File: src/rtl/score_display_pkg.sv
// Shared types and constants for the score display: state encoding,
// digit geometry and the active-low seven-segment patterns {g,f,e,d,c,b,a}.
package score_display_pkg;

  typedef enum logic [1:0] {
    IDLE  = 2'd0,
    SHIFT = 2'd1,
    DONE  = 2'd2
  } state_e;

  localparam int NUM_DIGITS = 6;
  localparam int SHIFT_BITS = 20;
  localparam int CNT_W      = 5;
  localparam logic [23:0] MAX_DISPLAY = 24'd999999;

  localparam logic [6:0] SEG_0     = 7'b1000000;
  localparam logic [6:0] SEG_1     = 7'b1111001;
  localparam logic [6:0] SEG_2     = 7'b0100100;
  localparam logic [6:0] SEG_3     = 7'b0110000;
  localparam logic [6:0] SEG_4     = 7'b0011001;
  localparam logic [6:0] SEG_5     = 7'b0010010;
  localparam logic [6:0] SEG_6     = 7'b0000010;
  localparam logic [6:0] SEG_7     = 7'b1111000;
  localparam logic [6:0] SEG_8     = 7'b0000000;
  localparam logic [6:0] SEG_9     = 7'b0010000;
  localparam logic [6:0] SEG_BLANK = 7'b1111111;

  // Double-dabble correction: a BCD digit of 5 or more gets +3 before the
  // shift so that it carries correctly into the next decade.
  function automatic logic [3:0] dabble_adjust(input logic [3:0] digit);
    return (digit >= 4'd5) ? digit + 4'd3 : digit;
  endfunction

endpackage

File: src/rtl/seg7_decode.sv
// Maps one BCD digit (plus a blank request) to an active-low segment pattern.
module seg7_decode
  import score_display_pkg::*;
(
  input  logic [3:0] digit,
  input  logic       blank,
  output logic [6:0] seg
);

  // Pattern lookup; blank and non-decimal codes both dark.
  always_comb begin
    // NOTE: default first so every path assigns seg and no latch is inferred.
    seg = SEG_BLANK;
    if (!blank) begin
      case (digit)
        4'd0:    seg = SEG_0;
        4'd1:    seg = SEG_1;
        4'd2:    seg = SEG_2;
        4'd3:    seg = SEG_3;
        4'd4:    seg = SEG_4;
        4'd5:    seg = SEG_5;
        4'd6:    seg = SEG_6;
        4'd7:    seg = SEG_7;
        4'd8:    seg = SEG_8;
        4'd9:    seg = SEG_9;
        default: seg = SEG_BLANK;
      endcase
    end
  end

endmodule

File: src/rtl/score_display.sv
// Six-digit score display: captures a changed binary score, converts it to
// BCD with a 20-step double-dabble, saturates at 999999, and updates all
// segment outputs together at the end so no partial value is ever shown.
module score_display
  import score_display_pkg::*;
#(
  parameter int LEADING_BLANK = 1
) (
  input  logic        clk,
  input  logic        rst,
  input  logic [23:0] score,
  output logic [6:0]  hex0,
  output logic [6:0]  hex1,
  output logic [6:0]  hex2,
  output logic [6:0]  hex3,
  output logic [6:0]  hex4,
  output logic [6:0]  hex5,
  output logic        busy,
  output logic        overflow
);

  localparam int HEX_W = 7 * NUM_DIGITS;

  // Display shown out of reset: a single "0", or six zeros without blanking.
  localparam logic [HEX_W-1:0] RESET_HEX = (LEADING_BLANK != 0)
    ? {SEG_BLANK, SEG_BLANK, SEG_BLANK, SEG_BLANK, SEG_BLANK, SEG_0}
    : {SEG_0, SEG_0, SEG_0, SEG_0, SEG_0, SEG_0};

  state_e           state_q, state_d;
  logic [23:0]      last_score_q, last_score_d;
  logic [19:0]      operand_q, operand_d;
  logic [23:0]      bcd_q, bcd_d;
  logic [CNT_W-1:0] cnt_q, cnt_d;
  logic             pending_ovf_q, pending_ovf_d;
  logic             ovf_q, ovf_d;
  logic [23:0]      digit_q, digit_d;
  logic [HEX_W-1:0] hex_q, hex_d;

  logic [23:0]           bcd_adj;
  logic [NUM_DIGITS-1:0] blank;
  logic [6:0]            seg_w [NUM_DIGITS];
  logic [HEX_W-1:0]      seg_packed;

  // Per-digit +3 correction applied ahead of each shift.
  always_comb begin
    bcd_adj = '0;
    for (int i = 0; i < NUM_DIGITS; i++) begin
      bcd_adj[4*i +: 4] = dabble_adjust(bcd_q[4*i +: 4]);
    end
  end

  // Leading-zero blanking: a digit is dark if it and every higher digit are 0;
  // hex0 is never blanked so zero still reads "0".
  always_comb begin
    logic seen_nonzero;
    blank        = '0;
    seen_nonzero = 1'b0;
    for (int i = NUM_DIGITS - 1; i >= 1; i--) begin
      seen_nonzero = seen_nonzero | (bcd_q[4*i +: 4] != 4'd0);
      blank[i]     = (LEADING_BLANK != 0) && !seen_nonzero;
    end
  end

  // Decode the finished accumulator; only sampled into hex_q on the DONE edge.
  for (genvar g = 0; g < NUM_DIGITS; g++) begin : g_dec
    seg7_decode u_dec (
      .digit (bcd_q[4*g +: 4]),
      .blank (blank[g]),
      .seg   (seg_w[g])
    );
    assign seg_packed[7*g +: 7] = seg_w[g];
  end

  // Next-state and datapath: capture in IDLE, shift in SHIFT, publish in DONE.
  always_comb begin
    state_d       = state_q;
    last_score_d  = last_score_q;
    operand_d     = operand_q;
    bcd_d         = bcd_q;
    cnt_d         = cnt_q;
    pending_ovf_d = pending_ovf_q;
    ovf_d         = ovf_q;
    digit_d       = digit_q;
    hex_d         = hex_q;
    case (state_q)
      IDLE: begin
        if (score != last_score_q) begin
          last_score_d = score;
          if (score > MAX_DISPLAY) begin
            operand_d     = MAX_DISPLAY[19:0];
            pending_ovf_d = 1'b1;
          end else begin
            operand_d     = score[19:0];
            pending_ovf_d = 1'b0;
          end
          bcd_d   = '0;
          cnt_d   = '0;
          state_d = SHIFT;
        end
      end
      SHIFT: begin
        bcd_d     = {bcd_adj[22:0], operand_q[19]};
        operand_d = {operand_q[18:0], 1'b0};
        cnt_d     = cnt_q + 1'b1;
        if (cnt_q == CNT_W'(SHIFT_BITS - 1)) begin
          state_d = DONE;
        end
      end
      DONE: begin
        digit_d = bcd_q;
        ovf_d   = pending_ovf_q;
        hex_d   = seg_packed;
        state_d = IDLE;
      end
      default: state_d = IDLE;
    endcase
  end

  // State registers with asynchronous reset that abandons any conversion.
  always_ff @(posedge clk or posedge rst) begin
    // NOTE: every register here is a plain flop (no memory array), so all of
    // them can and do take the reset value.
    if (rst) begin
      state_q       <= IDLE;
      last_score_q  <= '0;
      operand_q     <= '0;
      bcd_q         <= '0;
      cnt_q         <= '0;
      pending_ovf_q <= 1'b0;
      ovf_q         <= 1'b0;
      digit_q       <= '0;
      hex_q         <= RESET_HEX;
    end else begin
      // NOTE: non-blocking so every flop samples pre-edge values together.
      state_q       <= state_d;
      last_score_q  <= last_score_d;
      operand_q     <= operand_d;
      bcd_q         <= bcd_d;
      cnt_q         <= cnt_d;
      pending_ovf_q <= pending_ovf_d;
      ovf_q         <= ovf_d;
      digit_q       <= digit_d;
      hex_q         <= hex_d;
    end
  end

  assign busy     = (state_q != IDLE);
  assign overflow = ovf_q;
  assign hex0     = hex_q[6:0];
  assign hex1     = hex_q[13:7];
  assign hex2     = hex_q[20:14];
  assign hex3     = hex_q[27:21];
  assign hex4     = hex_q[34:28];
  assign hex5     = hex_q[41:35];

endmodule
File: config.mk
export PLATFORM = sky130hd
export DESIGN_NAME = score_display
export DESIGN_NICKNAME = d
export VERILOG_FILES = /design/src/rtl/score_display_pkg.sv /design/src/rtl/seg7_decode.sv /design/src/rtl/score_display.sv
export SDC_FILE = /design/constraint.sdc
export NUM_CORES = 1
export LEC_CHECK = 0
export BUFFER_PORTS_ARGS = -buffer_cell sky130_fd_sc_hd__buf_4
export CELL_PAD_IN_SITES_DETAIL_PLACEMENT = 2
export CELL_PAD_IN_SITES_GLOBAL_PLACEMENT = 2
export CORE_ASPECT_RATIO = 0.7
export CORE_MARGIN = 2
export CORE_UTILIZATION = 30
export DETAILED_ROUTE_END_ITERATION = 10
export GPL_TIMING_DRIVEN = 0
export PLACE_DENSITY = 0.69
export SYNTH_ARGS = -nofsm -noshare
export SYNTH_HDL_FRONTEND = slang
export SYNTH_SLANG_ARGS = --single-unit
File: constraint.sdc
create_clock -name clk -period 5.09 [get_ports clk]
set_clock_uncertainty 0.1 [all_clocks]
set_input_delay 0.509 -clock clk [delete_from_list [all_inputs] [get_ports clk]]
set_output_delay 0.509 -clock clk [all_outputs]
set_load 0.05 [all_outputs]
==> impl_metrics.ini <==
[status]
status = finished clean

[floorplanning]
start_util = 0.308
die_x_um = 183
core_um2 = 21800
row_count = 45
io_pins = 70
dieArea_um2 = 23600
die_height_um = 129

[pwr]
ir_worst_vdd_v = 0.000306
p_leak_nw = 3.61
powerDensity_nw_per_um2 = 455

[final_layout]
syn2layout_area_growth_pct = 21.9
num_antenna_cells = 0
final_core_util = 0.375
fin_cells = 1070
drive_gt1_frac = 0.249
fin_nets = 833

[placed_design]
portBuffers = 69
hpwlAfterDp_mm = 16.0
dpl.cell_count = 1038
gp_routability_congestion = 0.832

[timing]
maxSlewViolCount = 0
tightest_slew_ns = 0.776
fin_crit_ns = 2.69
rsz0062_at_grt = false
tns_ns = 0
setup_viol = 0
hold_viol = 0
maxSlewHeadroom = 0.481
period_share = 0.529
max_freq_ghz = 0.371

[grt]
gr-usage-all-layers = 0.200
grt_pass1_vias = 6230
grt_pass1_wl_mm = 36.2
grt_antenna_before_repair = 0
grt-ovfl-total = 0
grt_max_degree = 78

[hold_path]
hold_class = input port to asynchronous set/reset pin

[clock_network]
root_buffer = clkbuf_16
cts_buffers = 17
cts.path.max_buffers = 2
cts_max_level = 4
worstSkewPairLatency_ns = 0.42
cts_hold_buf = 0
cts_resized = 0
clock-sinks = 119
post_cts.repair.setup_buffers = 0
cts_tree = built
clkTransAtPathRegs_ns = 0.06

[synthesis]
synth_ff_type = dfrtp_1
syn_area_per_cell_um2 = 9.78
synth_seq_cells = 119
yosysTopAreaCell = dfrtp_1
yosys-top-cells-area = dfrtp_1 (31%), dfstp_2 (14%), ha_1 (6.0%)
synth_edf_count = 0
synth_seq_area_share = 0.451
synth.distinct_cells = 62
synth_top_area_share = 0.310
postSynthCellCount = 686
ys_warn_count = 0
syn-num-nets = 744
async_flop_share = 1.00
syn_area_um2 = 6710

[routing]
first_iter_violations = 245
dr.pass1.iters = 6
via_per_inst = 5.17
wl_per_cell_um = 20.6
via_count = 5536
drc = 0
routed_wl_mm = 22.1
drtAntennaViolNets = 0

[setup_path]
reg2regPathDepth = 7
cp-end-kind = flip-flop
worstReg2RegEnd = hex_q[15]$_DFFE_PP1N_
r2r_slack_ns = 2.40
worstPathArrival_ns = 2.95
reg2reg_from = bcd_q[20]$_DFFE_PP0P_
start_kind = flip-flop
path_class = flip-flop to flip-flop
worst_ep_required_time_ns = 5.34
cp_max_fo = 6

[flow_run]
cap_violations = 0
-- Yosys cell counts, drive strengths merged (7+ instances only) --
library cell  count
a21oi            56
buf              10
clkbuf           27
dfrtp            83
dfstp            36
ha               32
inv              57
mux2             27
mux2i             8
nand2            70
nand2b            7
nor2             65
nor3              7
nor4              7
o21ai            32
o221ai           13
o22a             12
o22ai            28
o31ai            11
xnor2            17
xor2             17
-- metrics by stage --
stage	hold slack [ns]	setup WS, ns	area, µm²	total power [mW]
finish	0.0137	2.40	8180	3.72
global route	0.0379	2.19	8180	3.89
floorplan	0.339	1.38	6710	2.18
global placement	0.349	-0.347	7580	2.53
detailed placement	0.364	2.41	7610	2.57
CTS	0.0227	2.38	8180	3.77
-- state kept, by name, indices dropped and copies added (netlist names) --
register       count
last_score_q      24
pending_ovf_q      1
cnt_q              5
state_q            2
operand_q         20
bcd_q             24
hex_q             42
overflow           1
-- per-layer routing --
metal,global-route usage,part of all wire
met5,0,0
met4,0.0517,0.010
met3,0.0312,0.035
met2,0.318,0.44
met1,0.285,0.51
-- power by group --
group | switching (mW) | leakage [nW] | total, mW | internal [mW]
registers | 0.121 | 1.39 | 1.35 | 1.23
logic | 0.820 | 1.93 | 1.19 | 0.370
clock network | 0.444 | 0.283 | 1.18 | 0.739
-- final cells by class --
cell class              instances  area (µm²)
fillers                      2365       13600
multi-input cells             472        3290
flip-flops and latches        119        3020
repair buffers                 70         546
clock buffers                  22         464
well taps                     282         353
inverters                      58         223
plain buffers                  37         173
clock inverters                10         103
-- cells by family (layout without fill, tap and decap cells) --
kind of cell / after synthesis / in the layout / synth area share
AO/OA/AOI/OAI: 188 / 188 / 0.196
flip-flops: 119 / 119 / 0.451
multiplexers: 35 / 35 / 0.0685
adder cells (fa/ha/maj): 32 / 32 / 0.0597
AND/OR/NAND/NOR: 183 / 183 / 0.123
XOR/XNOR: 34 / 34 / 0.0444
buffers and inverters: 95 / 197 / 0.0582
-- worst max-delay path by stage --
stage / from / depth (start not counted) / slack, ns / to
final: bcd_q[20]$_DFFE_PP0P_ / 7 / 2.40 / hex_q[15]$_DFFE_PP1N_
after global routing: bcd_q[12]$_DFFE_PP0P_ / 7 / 2.19 / hex_q[15]$_DFFE_PP1N_
after CTS: bcd_q[12]$_DFFE_PP0P_ / 7 / 2.38 / hex_q[16]$_DFFE_PP1N_
after detailed placement: bcd_q[12]$_DFFE_PP0P_ / 7 / 2.41 / hex_q[16]$_DFFE_PP1N_
after global placement: rst / 2 / -0.35 / bcd_q[13]$_DFFE_PP0P_
after floorplan: rst / 1 / 1.38 / bcd_q[0]$_DFFE_PP0P_
-- critical path, stage by stage, from the launching register on --
cell and delay [ns]:
dfrtp_1 0.42, inv_1 0.18, ha_1 0.30, and4bb_2 0.34
nand4_1 0.33, o311ai_2 0.70, a21oi_1 0.10, nor2_1 0.15
-- layout by cell type, fill, tap and decap left out, types with 8 or more instances in the layout --
cell       instances
o31ai_1           11
dfstp_2           36
xnor2_1           17
o21ai_0           31
clkbuf_1          30
buf_4             71
a21oi_1           55
nand2_1           70
inv_1             56
nor2_1            64
o22ai_1           28
o22a_1            12
clkbuf_16         17
xor2_1            17
ha_1              32
mux2i_1            8
o221ai_2          11
dfrtp_1           83
mux2_4            20
Note: power is estimated with default switching activity, not from simulation.
